File: config.mk
export PLATFORM = sky130hd
export DESIGN_NAME = usb_dev_responder
export DESIGN_NICKNAME = d
export VERILOG_FILES = /design/src/rtl/usb_dev_pkg.sv /design/src/rtl/usb_dev_timer.sv /design/src/rtl/usb_dev_responder.sv
export SDC_FILE = /design/constraint.sdc
export NUM_CORES = 1
export LEC_CHECK = 0
export CAP_MARGIN = 20
export CORE_ASPECT_RATIO = 0.75
export CORE_MARGIN = 3
export CORE_UTILIZATION = 45
export CTS_CLUSTER_DIAMETER = 50
export DETAILED_ROUTE_END_ITERATION = 7
export HOLD_SLACK_MARGIN = 0.05
export PLACE_DENSITY = 0.8
export SLEW_MARGIN = 20
export SYNTH_ARGS = -nofsm -noshare
export SYNTH_HDL_FRONTEND = slang
export SYNTH_SLANG_ARGS = --single-unit
export TNS_END_PERCENT = 1
File: constraint.sdc
create_clock -name clk -period 6.75 [get_ports clk]
set_clock_uncertainty 0.15 [all_clocks]
set_input_delay 1.35 -clock clk [delete_from_list [all_inputs] [get_ports clk]]
set_output_delay 1.35 -clock clk [all_outputs]
set_load 0.02 [all_outputs]
File: src/rtl/usb_dev_pkg.sv
// Shared PID encodings and responder state names for the device-side link engine.
package usb_dev_pkg;

  typedef enum logic [3:0] {
    PID_OUT   = 4'b0001,
    PID_IN    = 4'b1001,
    PID_DATA0 = 4'b0011,
    PID_ACK   = 4'b0010,
    PID_NAK   = 4'b1010
  } pid_t;

  typedef enum logic [1:0] {
    S_IDLE,
    S_OUT_WAIT_DATA,
    S_SEND,
    S_IN_WAIT_HS
  } resp_state_t;

endpackage

File: src/rtl/usb_dev_timer.sv
// Clear/enable transaction timer; expired while the count sits at TIMEOUT_CYC.
module usb_dev_timer #(
  parameter int TIMEOUT_CYC = 255
) (
  input  logic clk,
  input  logic rst_L,
  input  logic clr,
  input  logic en,
  output logic expired
);
  localparam int TW = $clog2(TIMEOUT_CYC + 1);

  logic [TW-1:0] count;

  assign expired = (count == TW'(TIMEOUT_CYC));

  // Saturates at the limit so a stalled wait state never wraps back to zero.
  always_ff @(posedge clk or negedge rst_L) begin
    if (!rst_L)                count <= '0;
    else if (clr)              count <= '0;
    else if (en && !expired)   count <= count + 1'b1;
  end

endmodule

File: src/rtl/usb_dev_responder.sv
// Device-side responder: answers OUT with ACK/NAK and a print strobe, answers IN from the scan buffer.
module usb_dev_responder
  import usb_dev_pkg::*;
#(
  parameter logic [6:0] DEV_ADDR    = 7'h0,
  parameter logic [3:0] ENDP_OUT    = 4'd4,
  parameter logic [3:0] ENDP_IN     = 4'd8,
  parameter int         TIMEOUT_CYC = 255
) (
  input  logic        clk,
  input  logic        rst_L,
  input  logic        rx_valid,
  input  logic [3:0]  rx_pid,
  input  logic [6:0]  rx_addr,
  input  logic [3:0]  rx_endp,
  input  logic [63:0] rx_data,
  input  logic        rx_ok,
  output logic        tx_start,
  output logic [3:0]  tx_pid,
  output logic [63:0] tx_data,
  input  logic        tx_busy,
  output logic        print_valid,
  output logic [63:0] print_data,
  input  logic        scan_load,
  input  logic [63:0] scan_data,
  output logic        scan_ready,
  output logic        scan_full
);

  resp_state_t state_q, state_d, ret_q, ret_d;
  logic        send_data_q, send_data_d, seen_busy_q, seen_busy_d;
  logic        tx_start_d, print_valid_d, scan_full_d;
  logic [3:0]  tx_pid_d;
  logic [63:0] tx_data_d, print_data_d, buf_q, buf_d;
  logic        tok_out, tok_in, tmr_clr, tmr_en, expired;

  assign tok_out = rx_valid && rx_ok && (rx_pid == PID_OUT) &&
                   (rx_addr == DEV_ADDR) && (rx_endp == ENDP_OUT);
  assign tok_in  = rx_valid && rx_ok && (rx_pid == PID_IN) &&
                   (rx_addr == DEV_ADDR) && (rx_endp == ENDP_IN);

  // The buffer is locked only while its word is in flight to the host.
  assign scan_ready = !((state_q == S_IN_WAIT_HS) || (state_q == S_SEND && send_data_q));

  assign tmr_en  = (state_q == S_OUT_WAIT_DATA) || (state_q == S_IN_WAIT_HS);
  assign tmr_clr = (state_d != state_q) &&
                   ((state_d == S_OUT_WAIT_DATA) || (state_d == S_IN_WAIT_HS));

  usb_dev_timer #(.TIMEOUT_CYC(TIMEOUT_CYC)) u_timer (
    .clk     (clk),
    .rst_L   (rst_L),
    .clr     (tmr_clr),
    .en      (tmr_en),
    .expired (expired)
  );

  always_ff @(posedge clk or negedge rst_L) begin
    if (!rst_L) begin
      state_q     <= S_IDLE;
      ret_q       <= S_IDLE;
      send_data_q <= 1'b0;
      seen_busy_q <= 1'b0;
      tx_start    <= 1'b0;
      tx_pid      <= 4'b0000;
      tx_data     <= '0;
      print_valid <= 1'b0;
      print_data  <= '0;
      buf_q       <= '0;
      scan_full   <= 1'b0;
    end else begin
      state_q     <= state_d;
      ret_q       <= ret_d;
      send_data_q <= send_data_d;
      seen_busy_q <= seen_busy_d;
      tx_start    <= tx_start_d;
      tx_pid      <= tx_pid_d;
      tx_data     <= tx_data_d;
      print_valid <= print_valid_d;
      print_data  <= print_data_d;
      buf_q       <= buf_d;
      scan_full   <= scan_full_d;
    end
  end

  always_comb begin
    state_d       = state_q;
    ret_d         = ret_q;
    send_data_d   = send_data_q;
    seen_busy_d   = seen_busy_q;
    tx_start_d    = tx_start;
    tx_pid_d      = tx_pid;
    tx_data_d     = tx_data;
    print_valid_d = 1'b0;
    print_data_d  = print_data;
    buf_d         = buf_q;
    scan_full_d   = scan_full;

    // Load first so a same-cycle IN token sees the fresh word via buf_d/scan_full_d.
    if (scan_load && scan_ready) begin
      buf_d       = scan_data;
      scan_full_d = 1'b1;
    end

    unique case (state_q)
      S_IDLE: begin
        if (tok_out) begin
          state_d = S_OUT_WAIT_DATA;
        end else if (tok_in) begin
          state_d     = S_SEND;
          tx_start_d  = 1'b1;
          seen_busy_d = 1'b0;
          if (scan_full_d) begin
            tx_pid_d    = PID_DATA0;
            tx_data_d   = buf_d;
            ret_d       = S_IN_WAIT_HS;
            send_data_d = 1'b1;
          end else begin
            tx_pid_d    = PID_NAK;
            ret_d       = S_IDLE;
            send_data_d = 1'b0;
          end
        end
      end
      S_OUT_WAIT_DATA: begin
        if (rx_valid) begin
          state_d     = S_SEND;
          tx_start_d  = 1'b1;
          seen_busy_d = 1'b0;
          ret_d       = S_IDLE;
          send_data_d = 1'b0;
          if (rx_pid == PID_DATA0 && rx_ok) begin
            tx_pid_d      = PID_ACK;
            print_valid_d = 1'b1;
            print_data_d  = rx_data;
          end else begin
            tx_pid_d = PID_NAK;
          end
        end else if (expired) begin
          state_d = S_IDLE;
        end
      end
      S_SEND: begin
        if (tx_start && !tx_busy) tx_start_d  = 1'b0;
        // Busy only counts once our own packet has been launched.
        if (!tx_start && tx_busy) seen_busy_d = 1'b1;
        if (!tx_start && seen_busy_q && !tx_busy) begin
          state_d     = ret_q;
          send_data_d = 1'b0;
        end
      end
      S_IN_WAIT_HS: begin
        if (rx_valid) begin
          if (rx_pid == PID_ACK && rx_ok) scan_full_d = 1'b0;
          state_d = S_IDLE;
        end else if (expired) begin
          state_d = S_IDLE;
        end
      end
      default: state_d = S_IDLE;
    endcase
  end

endmodule
### Word level (Yosys, flattened, before mapping)

Index checks and enable logic that the tools add are counted.

* register bits after elaboration: 213
* bits in latches: 0
* memory bits (writable): 0
* bits in read-only memories: 0
* input bits: 149
* logic and storage cells: 111
* memories kept: 0

* add/sub/neg operators: 1
* multiply operators: 0
* div/mod/pow operators: 0
* magnitude comparators: 0
* equal/unequal tests: 19
* shift-type cells: 0
* multiplexer cells: 43
* bitwise logic cells: 1
* reduce and logical (&&, ||, !) cells: 35

Operators by type and width (number)
* $mux W64: 1
* $mux W2: 10
* $mux W4: 5
* $mux W1: 19
* $logic_and A1 B1 Y1: 17
* $mux W8: 2
* $reduce_and A5 Y1: 3
* $pmux W1 S3: 3
* $add A8 B1 Y8 const B: 1
* $eq A4 B2 Y1 const B: 2
* $eq A4 B4 Y1 const B: 2
* $eq A8 B8 Y1 const B: 1
* $pmux W2 S4: 1
* $pmux W4 S2: 1
* $reduce_and A4 Y1: 2
* $logic_not A7 Y1: 1
* $eq A2 B2 Y1 const B: 3
* $ne A2 B1 Y1 const B: 3
* $ne A2 B2 Y1 const B: 3
* $eq A2 B1 Y1 const B: 2
* $eq A4 B1 Y1 const B: 1
* $eq A4 B3 Y1 const B: 1
* $logic_not A1 Y1: 4
* $pmux W2 S2: 1
* 7 further kinds: 10

### Logic depth before layout (Yosys ltp)

Gate-level depths: netlist (run 1).

* depth in word-level cells: 11
* gate-level depth with buffers: 8

### By module

Synthesis (run 1) repeated with hierarchy kept, for this count alone.

* cells, all modules: 680
* area, all modules: 8704.6 µm²

Modules (own cells, without submodules)
* usb_dev_responder: instances 1, cells each 633, area an instance 8235.4 µm²
* usb_dev_timer: instances 1, cells each 47, area an instance 469.2 µm²

### Worst setup path after synthesis (run 1)

OpenSTA, ideal clock, no wires.

* path type: in2reg
* from: input port rx_addr[4]
* to: register tx_data[0]
* library setup time: 0.125 ns
* arrival: 2.671 ns
* required time: 6.475 ns
* setup slack: 3.804 ns
* stages: 7
* buffers on the path: 2
* path through: nor4_1 -> and4_4 -> and2_4 -> nand3b_1 -> buf_6 -> buf_12 -> mux2_4

* longest elaborated chain between the ends: 5

RTL lines
* start, declared: line usb_dev_responder.sv:14 `input logic [6:0] rx_addr,`
* $logic_not A7 Y1 (*): line usb_dev_responder.sv:38, usb_dev_responder.sv:40
* $logic_and A1 B1 Y1: line usb_dev_responder.sv:37 `assign tok_out = rx_valid && rx_ok && (rx_pid == PID_OUT) &&`
* $logic_and A1 B1 Y1: line usb_dev_responder.sv:38 `(rx_addr == DEV_ADDR) && (rx_endp == ENDP_OUT);`
* $not A1 Y1 (no line)
* $reduce_and A4 Y1 (no line) (*)
* end signal, assigned: line usb_dev_responder.sv:77 `tx_data <= tx_data_d;`
* end, declared: line usb_dev_responder.sv:20 `output logic [63:0] tx_data,`

Every way passes the cells marked *; elsewhere a longest branch is shown, timed or not.
A chain may end at the register's enable or synchronous reset.

### Worst setup path after layout (run 1)

* from: input port rx_valid
* to: register tx_data[38]

* longest elaborated chain between the ends: 6

RTL lines
* start, declared: line usb_dev_responder.sv:12 `input logic rx_valid,`
* $logic_and A1 B1 Y1 (*): line usb_dev_responder.sv:37, usb_dev_responder.sv:39
* $logic_and A1 B1 Y1 (2 in a row): line usb_dev_responder.sv:37
* $logic_and A1 B1 Y1: line usb_dev_responder.sv:38
* $not A1 Y1 (no line)
* $reduce_and A4 Y1 (no line) (*)

Marked as above.

==> impl_metrics.tcl, run 1 <==
set metrics [dict create \
    crit_chain "clkdlybuf4s50_1 > and4b_1 > and4_4 > and2_4 > nand3b_1 > buf_4 > buf_4 > mux2_4" \
    synth_edf_count 0 \
    hold_buffers 0 \
    ys.flop_type "dfrtp_1" \
    ys_ff_latch 210 \
    hold_start "buf_q[20]" \
    cts_setup_buffers 0 \
    syn-instance-count 528 \
    p_per_area_nw_per_um2 230.7 \
    htreeDepth 1 \
    syn-num-nets 684 \
    peakVddDrop_mv 0.1731 \
    crit_type "in2reg" \
    cp.required_ps 6970 \
    p_leak_uw 0.005784 \
    dieArea_sq_um 20850 \
    fmax_mhz 259.4 \
    worstPathMaxFanout 37 \
    cts_buffers 21 \
    layout_commonest_cell "clkdlybuf4s50_1" \
    final_cell_mix "282 x clkdlybuf4s50_1, 210 x dfrtp_1, 136 x mux2_2" \
    insertion_delay_ps 480 \
    drv_slew 0 \
    vias_per_cell 5.029 \
    slowest_delay_ps 590 \
    placementRows 43 \
    cp_num_buf_inv 3 \
    antenna_cells 0 \
    overflow 0 \
    status "finished, final reports clean" \
    grt_first_pass_wirelength_microns 33560 \
    seq_area_frac_synth 0.6102 \
    grt_max_degree 95 \
    cp_common_cell "buf_4" \
    cts_tree "built" \
    cp-end-kind "flop" \
    holdPathStages 1 \
    setup-violations-final 0 \
    worst_slew_pin_slew_ps 796.0 \
    worstHoldPathType "reg2reg" \
    hold_viol_final 0 \
    r2r_cells 8 \
    path_delay_family "buffers and inverters" \
    port_buffers 283 \
    r2r_slack_ps 3350 \
    grt_usage 0.1959 \
    core_sq_um 18620 \
    min_to "buf_q[20]" \
    die_h_microns 125.8 \
    arrival_ps 4070 \
    ioPinCount 285 \
    drc 0 \
    startpoint_type "primary input" \
    num_vias 5426 \
    cpMaxStageDelayCell "buf_4" \
    antenna_found_initial 0 \
    fp.dieW_microns 165.7 \
    r2r_start "state_q[0]" \
    cts.sinks 210 \
    min_period_over_period 0.5711 \
    finalNetCount 974 \
    routed_wl_microns 20420 \
    cts_resized 0 \
    max_slew_margin 0.4693 \
    netlist_area_sq_um 8612 \
    clock-root-buffer "clkbuf_16" \
    rsz0062_at_grt "false" \
    dp_hpwl_microns 14640 \
    wl_per_cell_microns 18.93 \
    gp_congestion 0.8522 \
    synth.avg_cell_area_sq_um 16.31 \
    synthArstFlopShare 1.000 \
    drt_iter0_markers 221 \
    path_clk_slew_ps 60 \
    first_pass_iters 4 \
    period_needed_ps 3855 \
    r2r-end "tx_data[38]" \
    drive_gt1_frac 0.3017 \
    yosys_warnings 0 \
    syn2layout_area_growth_pct 44.11 \
    finalSetupTns_ps 0 \
    hold-worst-slack_ps 346.8 \
    maxCapViolations 0 \
    clk_path_buf_depth 3 \
    ys_types 48 \
    grt_pass1_vias 6126 \
    final_antenna_net_count 0 \
    start_util 0.4626 \
]
## worst register-to-register path: stages, from the launching register on
cell and delay, ps:
dfrtp_1 460, inv_1 160, ha_1 370, a21oi_2 130, a21oi_1 320, nand3b_1 160, buf_4 570, buf_4 620
mux2_4 360
## logic make-up after synthesis
logic type,Yosys count,synth area share
DFF,210,0.6102
muxes,198,0.2848
and+or+nand+nor,50,0.03661
buffers and inverters,29,0.02703
AOI/OAI and AO/OA,27,0.02470
adders and majority gates,7,0.01017
xor gates and xnor gates,6,0.006102
other,1,0.0004354
## synth_stat cells, drive strengths merged (2+ instances only)
cell,instances,share of area
ha,7,0.010
dfrtp,210,0.61
nand4,3,0.0022
nor4b,3,0.0031
nand2,9,0.0042
nor3b,3,0.0039
mux2i,2,0.0023
nand3,4,0.0023
o211ai,2,0.0017
nor2,8,0.0035
nor3,3,0.0017
xnor2,4,0.0041
buf,20,0.023
nand3b,3,0.0026
o22a,2,0.0020
nand2b,2,0.0015
inv,7,0.0031
o21ai,2,0.0012
xor2,2,0.0020
clkbuf,2,0.00087
and4b,2,0.0023
mux2,196,0.28
and3,4,0.0031
a21oi,12,0.0074
## layer usage
metal  up-vias  global-route usage  part of all wire
met5         -                   0                 0
met4         0             0.03716             0.018
met3        27             0.06119             0.076
met2       223              0.3320              0.48
met1      2717              0.2531              0.43
li1       2459                   -                 -
## sequential cells by signal, indices dropped and copies added (netlist names)
name	flops
seen_busy_q	1
u_timer.count	8
tx_pid	2
tx_start	1
send_data_q	1
scan_full	1
tx_data	64
print_data	64
state_q	2
buf_q	64
ret_q	1
print_valid	1
## worst max-delay path by stage
| stage | from | endpoint | slack [ps] | cells past startpoint |
|---|---|---|---|---|
| 2_1_floorplan | rx_addr[4] | tx_data[0] | 3800 | 7 |
| 3_3_place_gp | rx_valid | tx_data[52] | 2490 | 8 |
| 3_5_place_dp | rx_valid | tx_data[38] | 2430 | 8 |
| 4_1_cts | rx_valid | tx_data[32] | 2910 | 8 |
| 5_1_grt | rx_valid | tx_data[33] | 2820 | 8 |
| 6_report | rx_valid | tx_data[38] | 2900 | 8 |
## stage by stage
stage               cell area (sq um)    util  power (uW)  worst slack (ps)  instances
global route                    12410  0.6667        2970              2818       1079
CTS                             12410  0.6667        2902              2912       1079
global placement                11600  0.6231        1514              2494       1042
floorplan                        8612       -        1392              3804        528
finish                          12410  0.6667        2863              2895       1079
detailed placement              11600  0.6231        1526              2425       1042
## final cells by class
cell class | instances | area [sq um]
clock buffer | 23 | 533.0
clock inverter | 14 | 279.0
fill | 1303 | 6205
inverter | 7 | 26.28
multi-input combinational | 289 | 3127
sequential | 210 | 5255
tap | 247 | 309.0
timing repair buffer | 289 | 2882
## where the power goes
part / internal [uW] / leakage, uW / switching [uW]
Combinational: 117 / 0.00266 / 74.1
Clock: 879 / 0.000391 / 484
Sequential: 1300 / 0.00274 / 10.7
Total: 2290 / 0.00578 / 569
No activity file was read; power rests on OpenSTA's default activity.
==> run 2: changes to the inputs <==
- clock period: 6.75 -> 3.6 ns (I/O delays scaled with it)
==> run 2 against run 1 <==
Global-route usage is essentially flat. First-iteration DRC count grew 15%. Via count grew 1.9%. Register-to-register slack lost 2500 ps. Routed wire length grew 0.79%. Die area is the same. Sequential power grew 87%. Largest power group is now registers. Non-clock buffer count grew 6.
==> impl_metrics.tcl, run 2 (same netlist as run 1, synthesis figures left out) <==
set metrics [dict create \
    gp_congestion 0.8360 \
    path_clk_slew_ps 60 \
    overflow 0 \
    worstHoldPathType "in2async" \
    route.layer.met1.wl_microns 8640 \
    fp.dieW_microns 165.7 \
    core_sq_um 18620 \
    grt_pass1_vias 6095 \
    status "finished, final reports clean" \
    drt_iter0_markers 254 \
    peakVddDrop_mv 0.2884 \
    layout_commonest_cell "clkdlybuf4s50_1" \
    drive_gt1_frac 0.3083 \
    start_util 0.4626 \
    intPower_uw 4132 \
    finalNetCount 982 \
    stdcell_count 1087 \
    rsz0062_at_grt "false" \
    grt_usage 0.1957 \
    route.met2.wl_microns 9875 \
    p_leak_uw 0.005830 \
    hold_viol_final 0 \
    switching_share 0.2087 \
    startpoint_type "flop" \
    p_sw_uw 1090 \
    routed_wl_microns 20580 \
    layout_setup_ws_ps 399.1 \
    setup-violations-final 0 \
    wl_met3_microns 1680 \
    drc 0 \
    r2r_start "state_q[0]" \
    cts.sinks 210 \
    dp_hpwl_microns 14860 \
    p_per_area_nw_per_um2 418.7 \
    first_pass_iters 4 \
    syn2layout_area_growth_pct 44.82 \
    grt_first_pass_wirelength_microns 33540 \
    period_needed_ps 3201 \
    cts_tree "built" \
    grt_max_degree 83 \
    die_h_microns 125.8 \
    r2r-end "tx_data[22]" \
    crit_type "reg2out" \
    clk_path_buf_depth 3 \
    maxCapViolations 0 \
    dpl.cell_count 1048 \
    ioPinCount 285 \
    clock-root-buffer "clkbuf_16" \
    cts_buffers 23 \
    power_frac_comb 0.069 \
    max_slew_margin 0.5293 \
    cts_resized 0 \
    min_period_over_period 0.8892 \
    insertion_delay_ps 500 \
    hold_buffers 0 \
    cp.required_ps 2730 \
    top_layer_used "met4" \
    antenna_cells 0 \
    dieArea_sq_um 20850 \
    wl_per_cell_microns 18.94 \
    antenna_found_initial 0 \
    htreeDepth 1 \
    final_cell_mix "282 x clkdlybuf4s50_1, 210 x dfrtp_1, 136 x mux2_2" \
    fmax_mhz 312.4 \
    worstPathMaxFanout 7 \
    r2r_cells 7 \
    worst_slew_pin_slew_ps 702.9 \
    finalSetupTns_ps 0 \
    cts_setup_buffers 0 \
    cp-end-kind "output pin" \
    cp-endpoint "scan_ready" \
    pre_cts_ws_ps 569.0 \
    arrival_ps 2330 \
    final_antenna_net_count 0 \
    top_regs "buf_q (64), print_data (64), tx_data (64)" \
    clockPowerShare 0.461 \
    placementRows 43 \
    num_vias 5528 \
    drv_slew 0 \
    vias_per_cell 5.086 \
    cp-startpoint "state_q[0]" \
    r2r_slack_ps 820 \
    port_buffers 283 \
    p_seq_frac 0.470 \
]
[run 2: cell types whose count changed in the layout (fill, tap and decap cells not counted)]
| cell | previous run | this run |
|---|---|---|
| buf_12 | 0 | 4 |
| clkinv_4 | 0 | 1 |
| inv_6 | 1 | 3 |
| clkbuf_16 | 21 | 23 |
| buf_4 | 6 | 8 |
| clkinvlp_4 | 2 | 0 |
| bufinv_16 | 8 | 3 |
| clkbuf_8 | 1 | 5 |
[run 2: worst min path at each step]
stage | startpoint | end | slack, ps | cells past startpoint
floorplan | rst_L | buf_q[0] | 270 | 0
global placement | tx_pid[1] | tx_pid[1] | 300 | 1
detailed placement | tx_pid[1] | tx_pid[1] | 310 | 1
CTS | rst_L | tx_data[40] | 110 | 1
global route | rst_L | buf_q[39] | 110 | 1
finish | rst_L | tx_data[40] | 80 | 1
[run 2: through the flow]
stage                     cell area, sq um  power [uW]  hold slack [ps]  utilization
after floorplan                       8612        2610            274.4            -
after global routing                 12470        5433            114.1       0.6700
after CTS                            12470        5305            108.5       0.6700
after global placement               11690        2847            303.7       0.6282
after detailed placement             11690        2865            307.1       0.6282
final                                12470        5222            78.76       0.6700
[run 2: power groups by stage]
stage	Combinational (uW)	Sequential, uW	Clock, uW
6_report	363	2450	2400
5_1_grt	398	2460	2580
4_1_cts	371	2450	2480
3_5_place_dp	368	2500	0
3_3_place_gp	355	2490	0
2_1_floorplan	119	2490	0
[run 2: per-layer routing]
metal	GRT usage	vias up
met5	0	-
li1	-	2467
met3	0.05742	35
met4	0.04254	0
met1	0.2599	2789
met2	0.3235	237
[run 2: worst max-delay path: stages, from the launching register on]
cell	delay, ps
dfrtp_1	480
inv_1	140
ha_1	330
a21oi_2	230
clkdlybuf4s50_1	650
[run 2: cell type report]
class	instances	area [sq um]
multi-input cells	289	3127
fillers	1318	6143
clock buffers	29	638.1
repair buffers	295	2977
clock inverters	10	140.1
inverters	7	26.28
well taps	247	309.0
flip-flops and latches	210	5255
==> run 3: changes to the inputs <==
- CTS_CLUSTER_DIAMETER: 50 -> unset
- RECOVER_POWER: unset -> 25
- clock period: 3.6 -> 3.7 ns (I/O delays scaled with it)
==> run 3 against run 2 <==
Routed wire length shrank 1.8%. Total power is 9.1% lower. Highest routed layer unchanged. Critical path depth is the same. Clock-buffer cell count down 2. Final area fell by 0.85%. The flow now finishes with violations (capacitance limit, slew limit).
==> impl_metrics.tcl, run 3 (same netlist as run 1, synthesis figures left out) <==
set metrics [dict create \
    drv_slew 96 \
    num_vias 5419 \
    clk_path_buf_depth 3 \
    path_clk_slew_ps 60 \
    grt_usage 0.1912 \
    cp.required_ps 2810 \
    drt_iter0_markers 296 \
    finalSetupTns_ps 0 \
    vias_per_cell 5.008 \
    grt_max_degree 97 \
    wl_per_cell_microns 18.69 \
    crit_chain "inv_1 > ha_1 > a21oi_2 > clkdlybuf4s50_1" \
    peakVddDrop_mv 0.2875 \
    path_delay_family "buffers and inverters" \
    finalNetCount 980 \
    die_h_microns 125.8 \
    cts.sinks 210 \
    syn2layout_area_growth_pct 43.59 \
    layout_commonest_cell "clkdlybuf4s50_1" \
    placementRows 43 \
    fmax_mhz 307.0 \
    antenna_cells 0 \
    clockPowerShare 0.423 \
    crit_type "reg2out" \
    worstPathMaxFanout 7 \
    top_regs "buf_q (64), print_data (64), tx_data (64)" \
    drc 0 \
    cts_setup_buffers 0 \
    layout_setup_ws_ps 443.0 \
    worstHoldPathType "reg2reg" \
    status "finished, violations left" \
    switching_share 0.2092 \
    first_pass_iters 4 \
    setup-violations-final 0 \
    final_antenna_net_count 0 \
    max_slew_margin -0.5628 \
    arrival_ps 2370 \
    cpMaxStageDelayCell "clkdlybuf4s50_1" \
    htreeDepth 1 \
    ioPinCount 285 \
    fp.dieW_microns 165.7 \
    hold_buffers 0 \
    antenna_found_initial 0 \
    slowest_delay_ps 660 \
    gp_congestion 0.8100 \
    insertion_delay_ps 490 \
    clock-root-buffer "clkbuf_16" \
    nFillCells 1315 \
    power_frac_comb 0.074 \
    pre_cts_ws_ps 353.6 \
    drive_gt1_frac 0.3018 \
    cts_resized 0 \
    hold_viol_final 0 \
    worst_slew_pin_slew_ps 2344 \
    cts_tree "built" \
    violations "capacitance limit, slew limit" \
    core_sq_um 18620 \
    cts_buffers 21 \
    p_leak_uw 0.005770 \
    port_buffers 283 \
    final_cell_mix "282 x clkdlybuf4s50_1, 210 x dfrtp_1, 136 x mux2_2" \
    startpoint_type "flop" \
    met2_usage 0.3105 \
    dp_hpwl_microns 14890 \
    p_per_area_nw_per_um2 383.9 \
    period_needed_ps 3257 \
    dieArea_sq_um 20850 \
    cp_num_buf_inv 2 \
    grt_util_met3 0.05428 \
    min_period_over_period 0.8803 \
    p_seq_frac 0.503 \
    grtUsageMet1 0.2620 \
    maxCapViolations 1 \
    rsz0062_at_grt "false" \
    grt_pass1_vias 6036 \
    cp-end-kind "output pin" \
    grt_first_pass_wirelength_microns 33000 \
    overflow 0 \
    routed_wl_microns 20220 \
    p_sw_uw 993.3 \
    start_util 0.4626 \
    top_usage_layer "met2" \
    intPower_uw 3754 \
]
## run 3: cell types whose count changed in the layout (fill, tap and decap cells not counted), sizes merged
| cell | change |
|---|---|
| bufinv | -2 |
| clkinvlp | +2 |
| inv | -2 |
| buf | -1 |
| clkbuf | -1 |
| clkinv | -1 |
## run 3: layout make-up
cell class                 instances  area (sq um)  share of cell area
clock buffer                      27         578.1             0.04675
clock inverter                     7         68.82            0.005565
inverter                           7         26.28            0.002125
multi-input combinational        289          3127              0.2529
sequential                       210          5255              0.4250
tap                              247         309.0             0.02499
timing repair buffer             295          3002              0.2427
## run 3: final timing paths
| check | to | slack, ps | cells past startpoint | startpoint |
|---|---|---|---|---|
| max | scan_ready | 440 | 4 | state_q[0] |
| min | tx_pid[1] | 320 | 1 | tx_pid[1] |
| max reg2reg | tx_data[51] | 780 | 7 | state_q[0] |
| min reg2reg | tx_pid[1] | 320 | 1 | tx_pid[1] |
| max in group asynchronous | buf_q[61] | 1000 | 2 | rst_L |
| min in group asynchronous | buf_q[40] | 810 | 1 | rst_L |
## run 3: routing by layer
layer,vias up,part of all wire
li1,2468,-
met1,2711,0.44
met2,211,0.47
met3,29,0.072
met4,0,0.020
met5,-,0
## run 3: worst reg2reg max path: stages, from the launching register on
cell      delay [ps]
dfrtp_1          470
inv_1            170
ha_1             380
a21oi_2          130
a21oi_1          380
nand3b_1         500
buf_12           300
mux2_4           330
## run 3: power by group through the flow
stage	Sequential [uW]	Clock [uW]	Combinational, uW
finish	2390	2010	350
global route	2390	2180	384
CTS	2390	2080	359
detailed placement	2430	0	357
global placement	2430	0	342
floorplan	2420	0	116
## run 3: stage by stage
step	total power, uW	cells	instance area, sq um	util	hold WS (ps)
2_1_floorplan	2540	528	8612	-	294.4
5_1_grt	4959	1082	12370	0.6643	326.5
3_5_place_dp	2788	1048	11730	0.6302	307.4
4_1_cts	4828	1082	12380	0.6649	188.0
3_3_place_gp	2768	1048	11730	0.6302	304.1
6_report	4748	1082	12370	0.6643	321.9
